<file path="config.mk">
export PLATFORM = sky130hd
export DESIGN_NAME = mac_reg_master
export DESIGN_NICKNAME = d
export VERILOG_FILES = /design/src/rtl/mac_reg_pkg.sv /design/src/rtl/mac_reg_bus_port.sv /design/src/rtl/mac_reg_master.sv
export SDC_FILE = /design/constraint.sdc
export NUM_CORES = 1
export LEC_CHECK = 0
export CORE_MARGIN = 2
export CORE_UTILIZATION = 43
export CTS_CLUSTER_DIAMETER = 30
export CTS_CLUSTER_SIZE = 10
export DETAILED_ROUTE_END_ITERATION = 8
export PLACE_DENSITY = 0.79
export SLEW_MARGIN = 40
export SYNTH_ARGS = -nofsm -noshare
export SYNTH_HDL_FRONTEND = slang
export SYNTH_HIERARCHICAL = 1
export SYNTH_SLANG_ARGS = --single-unit
</file>
<file path="constraint.sdc">
create_clock -name clk_reg -period 1.81 [get_ports clk_reg]
set_clock_uncertainty 0.05 [all_clocks]
set_input_delay 0.4525 -clock clk_reg [delete_from_list [all_inputs] [get_ports clk_reg]]
set_output_delay 0.4525 -clock clk_reg [all_outputs]
set_load 0.03 [all_outputs]
</file>
<file path="src/rtl/mac_reg_pkg.sv">
// MAC CPU register bus master: register map, FSM states and init table.
// The init table is only referenced when MAC_REG_INIT_EN is defined.
package mac_reg_pkg;

  localparam logic [6:0] REG_TX_HWMARK              = 7'd0;
  localparam logic [6:0] REG_TX_LWMARK              = 7'd1;
  localparam logic [6:0] REG_PAUSE_FRAME_SEND_EN    = 7'd2;
  localparam logic [6:0] REG_PAUSE_QUANTA_SET       = 7'd3;
  localparam logic [6:0] REG_IFGSET                 = 7'd4;
  localparam logic [6:0] REG_FULLDUPLEX             = 7'd5;
  localparam logic [6:0] REG_MAXRETRY               = 7'd6;
  localparam logic [6:0] REG_MAC_TX_ADD_EN          = 7'd7;
  localparam logic [6:0] REG_MAC_TX_ADD_PROM_DATA   = 7'd8;
  localparam logic [6:0] REG_MAC_TX_ADD_PROM_ADD    = 7'd9;
  localparam logic [6:0] REG_MAC_TX_ADD_PROM_WR     = 7'd10;
  localparam logic [6:0] REG_TX_PAUSE_EN            = 7'd11;
  localparam logic [6:0] REG_XOFF_CPU               = 7'd12;
  localparam logic [6:0] REG_XON_CPU                = 7'd13;
  localparam logic [6:0] REG_MAC_RX_ADD_CHK_EN      = 7'd14;
  localparam logic [6:0] REG_MAC_RX_ADD_PROM_DATA   = 7'd15;
  localparam logic [6:0] REG_MAC_RX_ADD_PROM_ADD    = 7'd16;
  localparam logic [6:0] REG_MAC_RX_ADD_PROM_WR     = 7'd17;
  localparam logic [6:0] REG_BROADCAST_FILTER_EN    = 7'd18;
  localparam logic [6:0] REG_BROADCAST_BUCKET_DEPTH = 7'd19;
  localparam logic [6:0] REG_BROADCAST_BUCKET_INTV  = 7'd20;
  localparam logic [6:0] REG_RX_APPEND_CRC          = 7'd21;
  localparam logic [6:0] REG_RX_HWMARK              = 7'd22;
  localparam logic [6:0] REG_RX_LWMARK              = 7'd23;
  localparam logic [6:0] REG_CRC_CHK_EN             = 7'd24;
  localparam logic [6:0] REG_RX_IFG_SET             = 7'd25;
  localparam logic [6:0] REG_RX_MAX_LENGTH          = 7'd26;
  localparam logic [6:0] REG_RX_MIN_LENGTH          = 7'd27;
  localparam logic [6:0] REG_CPU_RD_ADDR            = 7'd28;
  localparam logic [6:0] REG_CPU_RD_APPLY           = 7'd29;
  localparam logic [6:0] REG_CPU_RD_GRANT           = 7'd30;
  localparam logic [6:0] REG_CPU_RD_DOUT_L          = 7'd31;
  localparam logic [6:0] REG_CPU_RD_DOUT_H          = 7'd32;
  localparam logic [6:0] REG_LINE_LOOP_EN           = 7'd33;
  localparam logic [6:0] REG_SPEED                  = 7'd34;

  typedef enum logic [3:0] {
    INIT, IDLE, H_ACC, S_ADDR, S_APPLY,
    S_POLL, S_LO, S_HI, S_CLR, DONE
  } state_e;

  typedef struct packed {
    logic [6:0]  addr;
    logic [15:0] data;
  } init_entry_t;

  localparam int INIT_LEN = 4;

  localparam init_entry_t INIT_TAB [INIT_LEN] = '{
    '{REG_PAUSE_FRAME_SEND_EN, 16'h0000},
    '{REG_BROADCAST_FILTER_EN, 16'h0000},
    '{REG_RX_APPEND_CRC,       16'h0000},
    '{REG_CRC_CHK_EN,          16'h0000}
  };

endpackage

</file>
<file path="src/rtl/mac_reg_bus_port.sv">
// Single two-cycle CPU register access: csb low for the cycle after start.
// done marks the csb-low cycle; read data is taken at the edge ending it.
module mac_reg_bus_port (
  input  logic        clk,
  input  logic        rst_n,
  input  logic        start,
  input  logic        we,
  input  logic [6:0]  addr,
  input  logic [15:0] wdata,
  output logic        done,
  output logic [15:0] rdata,
  output logic        csb,
  output logic        wrb,
  output logic [7:0]  ca,
  output logic [15:0] cd_in,
  input  logic [15:0] cd_out
);

  logic        csb_q;
  logic        wrb_q;
  logic [7:0]  ca_q;
  logic [15:0] cd_in_q;

  always_ff @(posedge clk) begin
    if (!rst_n) begin
      csb_q   <= 1'b1;
      wrb_q   <= 1'b1;
      ca_q    <= '0;
      cd_in_q <= '0;
    end else if (start) begin
      csb_q   <= 1'b0;
      wrb_q   <= ~we;
      ca_q    <= {addr, 1'b0};
      cd_in_q <= wdata;
    end else begin
      csb_q   <= 1'b1;
      wrb_q   <= 1'b1;
    end
  end

  assign done  = ~csb_q;
  assign rdata = cd_out;
  assign csb   = csb_q;
  assign wrb   = wrb_q;
  assign ca    = ca_q;
  assign cd_in = cd_in_q;

endmodule

</file>
<file path="src/rtl/mac_reg_master.sv">
// MAC CPU register bus master: init writes, host/stat round-robin, counter reads.
// Define MAC_REG_INIT_EN to replay the init write table after every reset.
module mac_reg_master
  import mac_reg_pkg::*;
#(
  parameter int POLL_MAX = 16
) (
  input  logic        clk_reg,
  input  logic        reset,
  output logic        csb,
  output logic        wrb,
  output logic [7:0]  ca,
  output logic [15:0] cd_in,
  input  logic [15:0] cd_out,
  output logic        init_done,
  output logic        busy,
  input  logic        host_req,
  input  logic        host_we,
  input  logic [6:0]  host_addr,
  input  logic [15:0] host_wdata,
  output logic        host_ack,
  output logic [15:0] host_rdata,
  input  logic        stat_req,
  input  logic [6:0]  stat_addr,
  output logic        stat_ack,
  output logic [31:0] stat_data,
  output logic        stat_err
);

  localparam int PW = $clog2(POLL_MAX + 1);

  state_e        state_q, state_d;
  logic          phase_q, phase_d;
  logic          rr_q, rr_d;
  logic          hwe_q, hwe_d;
  logic [PW-1:0] poll_q, poll_d;
  logic [15:0]   lo_q, lo_d;
  logic          host_ack_q, host_ack_d;
  logic [15:0]   host_rdata_q, host_rdata_d;
  logic          stat_ack_q, stat_ack_d;
  logic [31:0]   stat_data_q, stat_data_d;
  logic          stat_err_q, stat_err_d;
  logic          init_done_q, init_done_d;
  logic          busy_q;
`ifdef MAC_REG_INIT_EN
  logic [1:0]    idx_q, idx_d;
`endif

  logic          start, bus_we, bus_done;
  logic [6:0]    bus_addr;
  logic [15:0]   bus_wdata, bus_rdata;
  logic          acc_we;
  logic [6:0]    acc_addr;
  logic [15:0]   acc_wdata;
  logic          pick_stat;

  mac_reg_bus_port u_port (
    .clk    (clk_reg),
    .rst_n  (reset),
    .start  (start),
    .we     (bus_we),
    .addr   (bus_addr),
    .wdata  (bus_wdata),
    .done   (bus_done),
    .rdata  (bus_rdata),
    .csb    (csb),
    .wrb    (wrb),
    .ca     (ca),
    .cd_in  (cd_in),
    .cd_out (cd_out)
  );

  // Access issued from the phase-1 cycle of each sequenced state
  always_comb begin
    acc_we    = 1'b0;
    acc_addr  = REG_CPU_RD_GRANT;
    acc_wdata = '0;
    unique case (state_q)
`ifdef MAC_REG_INIT_EN
      INIT: begin
        acc_we    = 1'b1;
        acc_addr  = INIT_TAB[idx_q].addr;
        acc_wdata = INIT_TAB[idx_q].data;
      end
`endif
      S_APPLY: begin
        acc_we    = 1'b1;
        acc_addr  = REG_CPU_RD_APPLY;
        acc_wdata = 16'd1;
      end
      S_LO:    acc_addr = REG_CPU_RD_DOUT_L;
      S_HI:    acc_addr = REG_CPU_RD_DOUT_H;
      S_CLR: begin
        acc_we    = 1'b1;
        acc_addr  = REG_CPU_RD_APPLY;
      end
      default: ;
    endcase
  end

  always_comb begin
    state_d      = state_q;
    phase_d      = phase_q;
    rr_d         = rr_q;
    hwe_d        = hwe_q;
    poll_d       = poll_q;
    lo_d         = lo_q;
    host_ack_d   = 1'b0;
    host_rdata_d = host_rdata_q;
    stat_ack_d   = 1'b0;
    stat_data_d  = stat_data_q;
    stat_err_d   = stat_err_q;
    init_done_d  = init_done_q;
`ifdef MAC_REG_INIT_EN
    idx_d        = idx_q;
`endif
    pick_stat    = 1'b0;
    start        = 1'b0;
    bus_we       = acc_we;
    bus_addr     = acc_addr;
    bus_wdata    = acc_wdata;
    unique case (state_q)
      IDLE: begin
        pick_stat = stat_req && (!host_req || rr_q);
        if (host_req || stat_req) begin
          start   = 1'b1;
          phase_d = 1'b0;
          rr_d    = !pick_stat;
          if (pick_stat) begin
            bus_we    = 1'b1;
            bus_addr  = REG_CPU_RD_ADDR;
            bus_wdata = {9'd0, stat_addr};
            state_d   = S_ADDR;
          end else begin
            bus_we    = host_we;
            bus_addr  = host_addr;
            bus_wdata = host_wdata;
            hwe_d     = host_we;
            state_d   = H_ACC;
          end
        end
      end
      DONE: state_d = IDLE;
      default: begin
        if (phase_q) begin
          start   = 1'b1;
          phase_d = 1'b0;
        end else if (bus_done) begin
          phase_d = 1'b1;
          unique case (state_q)
`ifdef MAC_REG_INIT_EN
            INIT: begin
              if (idx_q == 2'(INIT_LEN - 1)) begin
                state_d     = IDLE;
                init_done_d = 1'b1;
              end else begin
                idx_d = idx_q + 2'd1;
              end
            end
`endif
            H_ACC: begin
              if (!hwe_q) host_rdata_d = bus_rdata;
              host_ack_d = 1'b1;
              state_d    = DONE;
            end
            S_ADDR:  state_d = S_APPLY;
            S_APPLY: begin
              poll_d  = '0;
              state_d = S_POLL;
            end
            S_POLL: begin
              poll_d = poll_q + PW'(1);
              if (bus_rdata[0]) begin
                state_d = S_LO;
              end else if (poll_q == PW'(POLL_MAX - 1)) begin
                stat_data_d = '0;
                stat_err_d  = 1'b1;
                state_d     = S_CLR;
              end
            end
            S_LO: begin
              lo_d    = bus_rdata;
              state_d = S_HI;
            end
            S_HI: begin
              stat_data_d = {bus_rdata, lo_q};
              stat_err_d  = 1'b0;
              state_d     = S_CLR;
            end
            S_CLR: begin
              stat_ack_d = 1'b1;
              state_d    = DONE;
            end
            default: ;
          endcase
        end
      end
    endcase
  end

  always_ff @(posedge clk_reg) begin
    if (!reset) begin
`ifdef MAC_REG_INIT_EN
      state_q     <= INIT;
      init_done_q <= 1'b0;
      busy_q      <= 1'b1;
      idx_q       <= '0;
`else
      state_q     <= IDLE;
      init_done_q <= 1'b1;
      busy_q      <= 1'b0;
`endif
      phase_q      <= 1'b1;
      rr_q         <= 1'b0;
      hwe_q        <= 1'b0;
      poll_q       <= '0;
      lo_q         <= '0;
      host_ack_q   <= 1'b0;
      host_rdata_q <= '0;
      stat_ack_q   <= 1'b0;
      stat_data_q  <= '0;
      stat_err_q   <= 1'b0;
    end else begin
      state_q      <= state_d;
      init_done_q  <= init_done_d;
      busy_q       <= (state_d != IDLE);
`ifdef MAC_REG_INIT_EN
      idx_q        <= idx_d;
`endif
      phase_q      <= phase_d;
      rr_q         <= rr_d;
      hwe_q        <= hwe_d;
      poll_q       <= poll_d;
      lo_q         <= lo_d;
      host_ack_q   <= host_ack_d;
      host_rdata_q <= host_rdata_d;
      stat_ack_q   <= stat_ack_d;
      stat_data_q  <= stat_data_d;
      stat_err_q   <= stat_err_d;
    end
  end

  assign init_done  = init_done_q;
  assign busy       = busy_q;
  assign host_ack   = host_ack_q;
  assign host_rdata = host_rdata_q;
  assign stat_ack   = stat_ack_q;
  assign stat_data  = stat_data_q;
  assign stat_err   = stat_err_q;

endmodule

</file>
==> flow_summary_export.csv, run 1 <==
group,metric,value,unit
run_status,outcome,"finished with violations",
run_status,violations,"setup timing",
setup_path,cp_slowest_cell,"dfxtp_2",
logic_synthesis,synth_top_area_share,47.6,%
sta,hold_viol,0,
sta,post-route-min-period,1910,ps
drt,routed-via-count,3800,
clock_network,cts.sinks,105,
clock_network,hold_buffers,0,
setup_path,cp.required,2070,ps
finish,final_util,61.1,%
logic_synthesis,synth.cell_area,4420,um2
logic_synthesis,synth_ff_type,"dfxtp_1",
sta,period_share,105,%
logic_synthesis,syn_nets,531,
drt,via_per_inst,5.07,
finish,area_delta_synth_final,40.2,%
setup_path,critical-path-top-delay-family,"simple AND/OR/NAND/NOR gates",
min_path,holdCritPathClass,"reg -> reg",
sta,layout_setup_ws,-96.8,ps
die,die_w,105,um
logic_synthesis,async_flop_share,0,%
setup_path,cp_num_buf_inv,2,
grt,grt_pass1_vias,3711,
logic_synthesis,avgSynthCellArea,9.24,um2
clock_network,cts.path.max_buffers,2,
sta,clock.fmax,524,MHz
drt,drt_iter0_markers,155,
die,ios,130,
min_path,min_path_cells,2,
logic_synthesis,synth_commonest_cells,"dfxtp_1, nor2_1, mux2i_1, nand2_1, a22oi_1",
clock_network,cts-root-buf,"clkbuf_8",
die,rows,37,
placed_design,finalWeightedCongestion,0.840,
drt,post_drt_wl_per_cell,15.4,um
drt,totalWireLength,11600,um
die,die_area,11100,um2
grt,grtUsageMet3,5.19,%
placed_design,place_area,5870,um2
grt,grt_usage,20.1,%
logic_synthesis,syn_inst,478,
finish,drive_above_1_share,13.1,%
pwr,power.leakage,2.86,nW
setup_path,reg2regPathDepth,9,
logic_synthesis,synth-seq-area-share,47.6,%
grt,use_met1,25.1,%
placed_design,place_ws,-375,ps
setup_path,cp_cell_sequence,"ha_4, and3_4, ha_4, nor2b_4, o211ai_1, buf_4, clkbuf_16, a22oi_1, nor2_1",
setup_path,max_stage_delay,360,ps
drt,drtAntennaViolNets,0,
placed_design,numPortBuffers,127,
drt,drt_pre_antenna_iters,4,
clock_network,numCtsBuffers,9,
sta,rsz0062_at_grt,"yes",
setup_path,worstPathMaxFanout,8,
sta,slew_violations,0,
setup_path,endpoint_kind,"register",
pwr,vdd_drop_max,0.482,mV
logic_synthesis,yosys-top-cells-area,"dfxtp_1, mux2i_1, a22oi_1",
clock_network,insertion_delay,370,ps
clock_network,path_clk_slew,110,ps
flow_run,cap_violations,0,
setup_path,crit_type,"reg -> reg",
grt,gr-max-usage-layer,"met2",
sta,setup_violations,28,
finish,nNetsFinal,661,
clock_network,cts_tree,"built",
logic_synthesis,synth_edf_count,0,
grt,grt_overflow,0,
grt,grt_pass1_wl,18200,um
logic_synthesis,ys_ff_latch,105,
logic_synthesis,synth.most_common_cell,"dfxtp_1",
finish,n_antenna_cell,0,
die,start_util,43.6,%
clock_network,htree_levels,3,
placed_design,dpl.hpwl,7660,um
finish,fin_area,6190,um2
die,die_h,105,um
pwr,power_density,825,nW/um2
setup_path,cp.arrival,2170,ps
grt,grtUsageMet2,34.6,%
grt,grt_max_degree,34,
logic_synthesis,synth.distinct_cells,44,
setup_path,crit_top_cell,"ha_4",
logic_synthesis,yosysWarnings,6,
setup_path,critPathLaunchType,"register",
grt,antenna_found_initial,0,
die,coreArea,10100,um2
setup_path,worstSetupPathDepth,9,
finish,nFillCells,891,
drt,drc,0,
logic_synthesis,yosys.area.top_type,"dfxtp_1",
[worst paths after layout]
path	to	slack [ps]	startpoint
max	stat_data[25]	-100	poll_q[1]
min	poll_q[4]	410	poll_q[4]
max reg2reg	stat_data[25]	-100	poll_q[1]
min reg2reg	poll_q[4]	410	poll_q[4]
[logic make-up after synthesis]
family                   Yosys count  synth area share (%)
flip-flops                       105                  47.6
AND/OR/NAND/NOR                  176                  19.6
buffers and inverters             61                  8.24
multiplexers                      47                  10.6
other                              2                 0.170
adder cells (fa/ha/maj)            2                 0.566
AO/OA/AOI/OAI                     85                  13.2
[layout by cell type (no fill, tap or decap), types with 2 or more instances in the layout]
cell,n
a21oi_1,25
a22oi_1,29
a22oi_2,3
and2_1,10
and3_1,2
buf_12,6
buf_4,31
buf_6,3
clkbuf_16,3
clkbuf_8,9
clkdlybuf4s50_1,50
clkinv_8,2
conb_1,2
dfxtp_1,102
dfxtp_2,3
dlygate4sd2_1,77
ha_4,2
inv_1,9
inv_8,3
mux2i_1,47
nand2_1,44
nand2b_1,2
nand3_1,5
nand3b_1,3
nand4b_1,2
nor2_1,64
nor2b_1,26
nor4_1,2
nor4b_1,2
o211ai_1,3
o21a_1,6
o21ai_0,6
o21ai_1,2
o31ai_1,2
or3_1,2
[state kept, by name, indices dropped and copies added (netlist names), 4 cells and up]
| signal | flops |
|---|---|
| stat_data | 32 |
| host_rdata | 16 |
| state_q | 4 |
| lo_q | 16 |
| poll_q | 5 |
| u_port/ca | 7 |
| u_port/cd_in | 16 |
[metrics by stage]
step                instances  total power [mW]  hold slack (ps)  setup TNS [ps]
floorplan                 478              3.27              382           -1140
global placement          722              3.63              389          -12090
detailed placement        722              3.66              397          -14680
CTS                       744              5.08              412           -1020
global route              749              5.35              442           -3970
finish                    749              5.11              411           -1590
[worst reg2reg max path: stages (launching register included)]
cell and delay, ps:
dfxtp_2 360, ha_4 160, and3_4 180, ha_4 150, nor2b_4 120, o211ai_1 260
buf_4 220, clkbuf_16 170, a22oi_1 80, nor2_1 100
[power by group]
| part | total (mW) | switching [mW] | internal [mW] |
|---|---|---|---|
| sequential | 2.46 | 0.0576 | 2.40 |
| clock | 1.47 | 0.914 | 0.558 |
| combinational | 1.18 | 0.605 | 0.571 |
| total | 5.11 | 1.58 | 3.53 |
[layer usage]
layer	wire length, um	share of wire (%)
met5	0	0
met1	5070	44
met2	5540	48
met4	99	0.86
met3	861	7.4
[layout make-up]
type | count | area (um2) | area share (%)
Clock buffer | 9 | 124 | 2.00
Clock inverter | 7 | 82.6 | 1.33
Inverter | 10 | 37.5 | 0.606
Multi-Input combinational cell | 312 | 2040 | 32.9
Sequential cell | 105 | 2110 | 34.0
Tap cell | 136 | 170 | 2.75
Timing Repair Buffer | 170 | 1640 | 26.4
[what timing repair did]
action	CTS	global route
pin swaps	2	9
gates cloned	2	3
gates resized for setup	84	11
setup endpoints to repair	110	54
buffers inserted	4	3
No activity file was read; power rests on OpenSTA's default activity.
==> run 2, diff against run 1 <==
Settings changed: CELL_PAD_IN_SITES_DETAIL_PLACEMENT set to 0, CELL_PAD_IN_SITES_GLOBAL_PLACEMENT set to 1, CORE_UTILIZATION 43 to 32.
==> run 2 against run 1 <==
The flow now finishes without violations. First-iteration DRC count rose by 9.0%. Clock-buffer cell count rose by 2. Worst hold slack lost 6.3 ps.
==> flow_summary_export.csv, run 2 (synthesized netlist as in run 1, its figures left out) <==
group,metric,value,unit
finish,n_antenna_cell,0,
grt,grt_overflow,0,
setup_path,reg2reg_slack,20,ps
clock_network,numCtsBuffers,9,
finish,largest_reg_flops,32,
sta,hold_viol,0,
drt,drt_pre_antenna_iters,4,
run_status,outcome,"complete, no violations",
setup_path,critPathLaunchType,"register",
die,coreArea,13300,um2
finish,final_cell_mix,"dfxtp_1, dlygate4sd2_1, nor2_1, clkdlybuf4s50_1, mux2i_1",
finish,nNetsFinal,670,
grt,grt_max_degree,71,
placed_design,numPortBuffers,127,
pwr,vdd_drop_max,0.390,mV
clock_network,htree_levels,3,
min_path,hold_start,"lo_q[4]",
sta,setup_violations,0,
clock_network,path_clk_slew,70,ps
setup_path,r2r-end,"busy",
grt,grt_pass1_vias,3712,
setup_path,crit_path_start,"poll_q[0]",
clock_network,insertion_delay,350,ps
setup_path,crit_type,"reg -> reg",
finish,nFillCells,1299,
min_path,hold_path_end,"lo_q[4]",
drt,totalWireLength,11800,um
die,rows,42,
sta,slew_violations,0,
drt,routed-via-count,3778,
drt,drc,0,
sta,clock.fmax,558,MHz
setup_path,cp.required,1980,ps
drt,drt_iter0_markers,169,
min_path,min_path_cells,2,
grt,grt_pass1_wl,18600,um
setup_path,worstPathMaxFanout,2,
die,start_util,33.1,%
flow_run,cap_violations,0,
min_path,holdCritPathClass,"reg -> reg",
finish,final_common_cell,"dfxtp_1",
clock_network,cts_tree,"built",
grt,grt_usage,15.7,%
drt,drtAntennaViolNets,0,
drt,post_drt_wl_per_cell,14.8,um
placed_design,place_area,5970,um2
drt,via_per_inst,4.73,
die,die_w,122,um
die,ios,130,
finish,drive_above_1_share,18.3,%
pwr,power.leakage,2.99,nW
finish,final_util,49.1,%
sta,post-route-min-period,1790,ps
finish,fin_area,6560,um2
grt,antenna_found_initial,0,
sta,rsz0062_at_grt,"yes",
clock_network,hold_buffers,0,
setup_path,endpoint_kind,"register",
placed_design,finalWeightedCongestion,0.835,
die,die_h,122,um
setup_path,r2r-start,"poll_q[0]",
placed_design,dpl.hpwl,8000,um
pwr,power_density,854,nW/um2
sta,period_share,99.0,%
finish,area_delta_synth_final,48.5,%
setup_path,cp.arrival,1960,ps
clock_network,cts.path.max_buffers,2,
setup_path,reg2regPathDepth,8,
clock_network,cts.sinks,105,
sta,setup_tns,0,ps
die,die_area,14800,um2
clock_network,cts-root-buf,"clkbuf_16",
run 2: cell count changes in the layout (fill, tap and decap cells not counted), sizes merged:
cell           change
dlymetal6s2s       +2
clkinv             -1
clkbuf             +1
buf               +10
clkinvlp           +1
inv                -2
clkdlybuf4s50      -2
run 2: worst max path at each step:
stage,endpoint,cells past startpoint
2_1_floorplan,u_port/ca[1],9
3_3_place_gp,u_port/ca[7],7
3_5_place_dp,u_port/ca[5],7
4_1_cts,stat_data[3],9
5_1_grt,stat_data[7],9
6_report,busy,8
run 2: metal layers:
metal / wire (um) / track usage [%] / part of all wire, % / vias up
met3: 689 / 3.95 / 5.8 / 13
met2: 5700 / 25.5 / 48 / 97
met1: 5290 / 20.4 / 45 / 1783
li1: - / - / - / 1885
met4: 149 / 5.17 / 1.3 / 0
met5: 0 / 0 / 0 / -
run 2: where the power goes:
part | switching (mW) | leakage [nW] | total, mW | internal [mW]
sequential | 0.0611 | 0.851 | 2.46 | 2.40
combinational | 0.611 | 1.99 | 1.22 | 0.606
clock | 0.891 | 0.142 | 1.92 | 1.03
run 2: cell type report:
type	count	area, um2	share of cell area (%)
clock buffer	11	253	3.85
clock inverter	5	46.3	0.706
tap	176	220	3.36
inverter	10	37.5	0.572
timing repair buffer	179	1740	26.6
sequential	105	2110	32.1
multi-input combinational	312	2150	32.8
run 2: stage by stage:
stage | std cells | worst slack [ps] | power (mW) | hold slack (ps)
floorplan | 478 | -65.9 | 3.27 | 382
global placement | 769 | -289 | 3.64 | 391
detailed placement | 769 | -339 | 3.67 | 396
CTS | 789 | 0.253 | 5.55 | 408
global route | 798 | -67.0 | 5.86 | 433
finish | 798 | 18.9 | 5.60 | 405
run 2: timing repair:
action | 4_1_cts | 5_1_grt
endpoints found under the setup margin | 111 | 58
buffers inserted | 2 | 7
pin swaps | 3 | 30
gates resized for setup | 86 | 44
cloned | 2 | 2
run 2: critical path, cell delays in order, from the launching register on:
cell and delay (ps):
dfxtp_2 340, ha_4 160, and3_4 180, ha_4 150
nor2b_4 120, buf_6 120, o221a_2 210, o211ai_1 210
nand4b_1 120
==> run 3, diff against run 2 <==
Settings changed: CORE_MARGIN 2 to 4, CORE_UTILIZATION 32 to 35, PLACE_DENSITY 0.79 to 0.82.
Clock period 1.81 ns to 1.8 ns, I/O delays scaled along.
==> run 3 against run 2 <==
The flow now finishes with violations (setup timing). Register-to-register slack got worse by 20 ps. Critical endpoint is now stat_data[26]. Sequential share of layout area is 0.80 points higher. Combinational power is 4% higher. Largest power group unchanged.
==> flow_summary_export.csv, run 3 (synthesized netlist as in run 1, its figures left out) <==
group,metric,value,unit
clock_network,htree_levels,3,
placed_design,finalWeightedCongestion,0.791,
drt,totalWireLength,12000,um
setup_path,cp_slowest_cell,"dfxtp_2",
run_status,violations,"setup timing",
run_status,outcome,"finished with violations",
sta,setup_violations,3,
setup_path,worstSetupPathDepth,9,
pwr,fin_total_pwr,5.58,mW
placed_design,numPortBuffers,127,
grt,grt_max_degree,51,
finish,final_common_cell,"dfxtp_1",
die,coreArea,12200,um2
pwr,power.leakage,2.91,nW
sta,clock.fmax,554,MHz
placed_design,dp_cells,758,
finish,area_delta_synth_final,44.7,%
setup_path,max_stage_delay,350,ps
clock_network,insertion_delay,350,ps
setup_path,worstPathMaxFanout,9,
clock_network,path_clk_slew,70,ps
die,die_w,120,um
sta,hold_ws,407,ps
setup_path,endpoint_kind,"register",
sta,setup_tns,-6.49,ps
finish,n_antenna_cell,0,
setup_path,cp.arrival,1990,ps
drt,post_drt_wl_per_cell,15.4,um
drt,routed-via-count,3738,
die,die_h,120,um
placed_design,dpl.hpwl,8190,um
sta,slew_violations,0,
drt,drtAntennaViolNets,0,
die,rows,40,
flow_run,cap_violations,0,
drt,drt_pre_antenna_iters,4,
finish,instances_no_fill,781,
setup_path,cp_cell_sequence,"ha_4, and3_4, ha_4, nor2b_4, o211ai_1, buf_4, clkbuf_16, a22oi_2, nor2_1",
setup_path,r2r-end,"stat_data[26]",
die,die_area,14500,um2
setup_path,worstSetupEndpoint,"stat_data[26]",
grt,grt_pass1_wl,18600,um
finish,final_cell_mix,"dfxtp_1, dlygate4sd2_1, nor2_1, clkdlybuf4s50_1, mux2i_1",
finish,nNetsFinal,661,
clock_network,hold_buffers,0,
setup_path,r2r-start,"poll_q[1]",
sta,period_share,100,%
die,start_util,36.3,%
placed_design,place_ws,-333,ps
min_path,holdCritPathClass,"reg -> reg",
grt,grt_pass1_vias,3692,
clock_network,cts.path.max_buffers,2,
finish,largest_reg_flops,32,
setup_path,crit_path_start,"poll_q[1]",
sta,rsz0062_at_grt,"yes",
setup_path,reg2regPathDepth,9,
finish,drive_above_1_share,16.2,%
pwr,vdd_drop_max,0.513,mV
clock_network,cts.sinks,105,
clock_network,numCtsBuffers,9,
clock_network,cts-root-buf,"clkbuf_16",
grt,grt_overflow,0,
setup_path,critPathLaunchType,"register",
drt,drt_iter0_markers,309,
die,ios,130,
setup_path,critical-path-top-delay-family,"simple AND/OR/NAND/NOR gates",
setup_path,cp.required,1980,ps
sta,layout_setup_ws,-5.67,ps
clock_network,cts_tree,"built",
setup_path,crit_top_cell,"ha_4",
grt,grt_usage,15.8,%
drt,drc,0,
sta,hold_viol,0,
drt,via_per_inst,4.79,
setup_path,crit_type,"reg -> reg",
sta,post-route-min-period,1810,ps
grt,antenna_found_initial,0,
setup_path,cp_num_buf_inv,2,
setup_path,reg2reg_slack,-6,ps
pwr,power_density,872,nW/um2
[run 3: per-layer routing]
layer	part of all wire [%]	GRT usage, %
met4	1.6	5.10
met5	0	0
met2	48	25.8
met3	6.3	4.96
met1	44	20.0
[run 3: how the worst min path moves through the flow]
stage,startpoint,to,slack [ps],cells after the start
2_1_floorplan,poll_q[4],poll_q[4],380,2
3_3_place_gp,poll_q[4],poll_q[4],390,2
3_5_place_dp,lo_q[3],lo_q[3],400,2
4_1_cts,lo_q[11],lo_q[11],410,2
5_1_grt,lo_q[11],lo_q[11],420,2
6_report,lo_q[11],lo_q[11],410,2
[run 3: worst register-to-register path: cells and delay by family (launching register included)]
| family | cells | cell delay [ps] |
|---|---|---|
| simple gates | 3 | 400 |
| fa+ha+maj | 2 | 270 |
| buf+inv | 2 | 340 |
| flops | 1 | 350 |
| compound gates | 2 | 270 |
[run 3: final cells by class]
type                    instances  area, um2
multi-input cells             312       2130
clock inverters                 6       41.3
well taps                     168        210
flip-flops and latches        105       2100
fillers                      1156       5770
inverters                      10       37.5
clock buffers                  10        239
repair buffers                170       1630
[run 3: per-stage QoR]
step	utilization, %	instance area, um2
after global routing	52.6	6390
final	52.6	6390
after detailed placement	48.7	5930
after global placement	48.7	5930
after floorplan	-	4470
after CTS	50.4	6120
[run 3: report_power, final]
group	switching, mW	internal [mW]
combinational	0.654	0.614
sequential	0.0508	2.41
clock	0.864	0.981
total	1.57	4.01
[run 3: repair_timing]
item,in CTS,in global routing
gates resized for setup,79,34
setup buffers,0,2
gates cloned,0,5
pin swaps,2,8
endpoints found under the setup margin,110,71
==> RTL change: new RTL, flow settings as in run 2 <==
`POLL_MAX`: 16 -> 8.
--- a/src/rtl/mac_reg_master.sv
+++ b/src/rtl/mac_reg_master.sv
@@ -5,3 +5,3 @@
 #(
-  parameter int POLL_MAX = 16
+  parameter int POLL_MAX = 8
 ) (
Formal check against the unedited RTL: same outputs for any inputs over 10 cycles, from zero or initial values and one cycle with reset low; that may be too few to reach the edited logic, so the function may still have changed.
==> RTL change against run 2 <==
Worst setup slack better by 52 ps; wire length increased by 0.63%; sequential cell count fell by 1; non-clock buffer count down 8; cell area shrank 4.6%; global-route usage is 0.45 points higher; power is 18% higher; area after synthesis increased by 0.23%; critical path type unchanged; critical endpoint is now stat_data[29].
==> RTL change: results (changes against run 2) <==
Global route
  • Met2 Usage GRT: 0.2493 (-0.005267)
  • Gr usage total: 0.1612 (+0.004536)
  • Met1 Usage GRT: 0.2057 (+0.001902)
  • Largest net degree at the start of global routing: 52 (-27%)
  • First-pass GRT wire length: 18750 um (+0.74%)
  • Number of global-route vias before repair: 3776 (+1.7%)

Hold path
  • WHS Endpoint: host_rdata[4]
  • Worst hold start: host_rdata[4]

Route
  • WL/cell: 14.69 um (-0.86%)
  • Initial DRC count: 204 (+21%)
  • DR WL met3: 1008 um (+46%)
  • Router iterations before antenna repair: 5 (+1)
  • Routed vias/inst: 4.726 (-0.18%)
  • Wire length on met2: 5354 um (-6.0%)
  • M1 WL: 5324 um (+0.64%)

Timing
  • Final worst slack: 70.74 ps (+51.88 ps)

Power
  • LEAKAGE: 2.728 nW (-8.6%)
  • Max rail drop VDD: 0.5017 mV (+29%)
  • NetSw: 2.237 mW (+43%)

Final layout
  • Finished Cell Area: 6259 um2 (-4.6%)
  • Ratio of cells with drive above 1 in the final layout: 0.1483 (-0.03501)
  • Clk tree area frac: 0.04638 (+0.0007882)
  • Non-clock buffers: 171 (-4.5%)
  • Finished Layout Cells: 810 (+1.5%)
  • Final nets: 681 (+1.6%)
  • Inverters: 8 (-2)
  • Multi-input combinational area share: 0.3285 (+0.0003500)

Worst setup path
  • Worst reg2reg path startpoint: phase_q
  • Reg-to-reg critical path endpoint: stat_data[29]
  • Reg2Reg Setup Slack: 70 ps (+50 ps)
  • Data arrival, critical path: 1930 ps (-30 ps)

Placement
  • Dpl cells: 794 (+3.3%)
  • GPL Wtd Cong: 0.8982 (+7.6%)
  • Place WS: -322.0 ps (+16.85 ps)

Synthesis
  • Post-synthesis cell count: 499 (+4.4%)
  • Sequential share of the synthesized area: 0.4702 (-0.005597)
  • Post-synthesis register bit count: 104 (-0.95%)

Clocking
  • CTS resizes: 79 (-8.1%)
  • Postcts setup bufs: 0 (-2)

Outcome
  • Status: finished clean
==> RTL change: cell types whose count changed after synthesis, sizes merged, moves of 5 or more <==
cell,before,now
nand2,45,87
mux2i,47,30
a21oi,25,40
nor2,64,53
buf,31,41
clkbuf,20,11
o21a,6,1
==> RTL change: cells by family after synthesis <==
group,synth area share
muxes,0.06782
DFF,0.4702
adders and majority gates,0.002825
and+or+nand+nor,0.2105
AOI/OAI and AO/OA,0.1441
other,0.001696
buffers and inverters,0.09297
xor gates and xnor gates,0.009892
==> RTL change: power groups by stage <==
stage | Clock [mW] | Combinational, mW | Sequential, mW
after floorplan | 0 | 1.18 | 2.89
final | 1.90 | 2.15 | 2.59
after global routing | 2.05 | 2.31 | 2.62
after detailed placement | 0 | 2.16 | 2.63
after CTS | 1.95 | 2.07 | 2.58
after global placement | 0 | 2.14 | 2.63
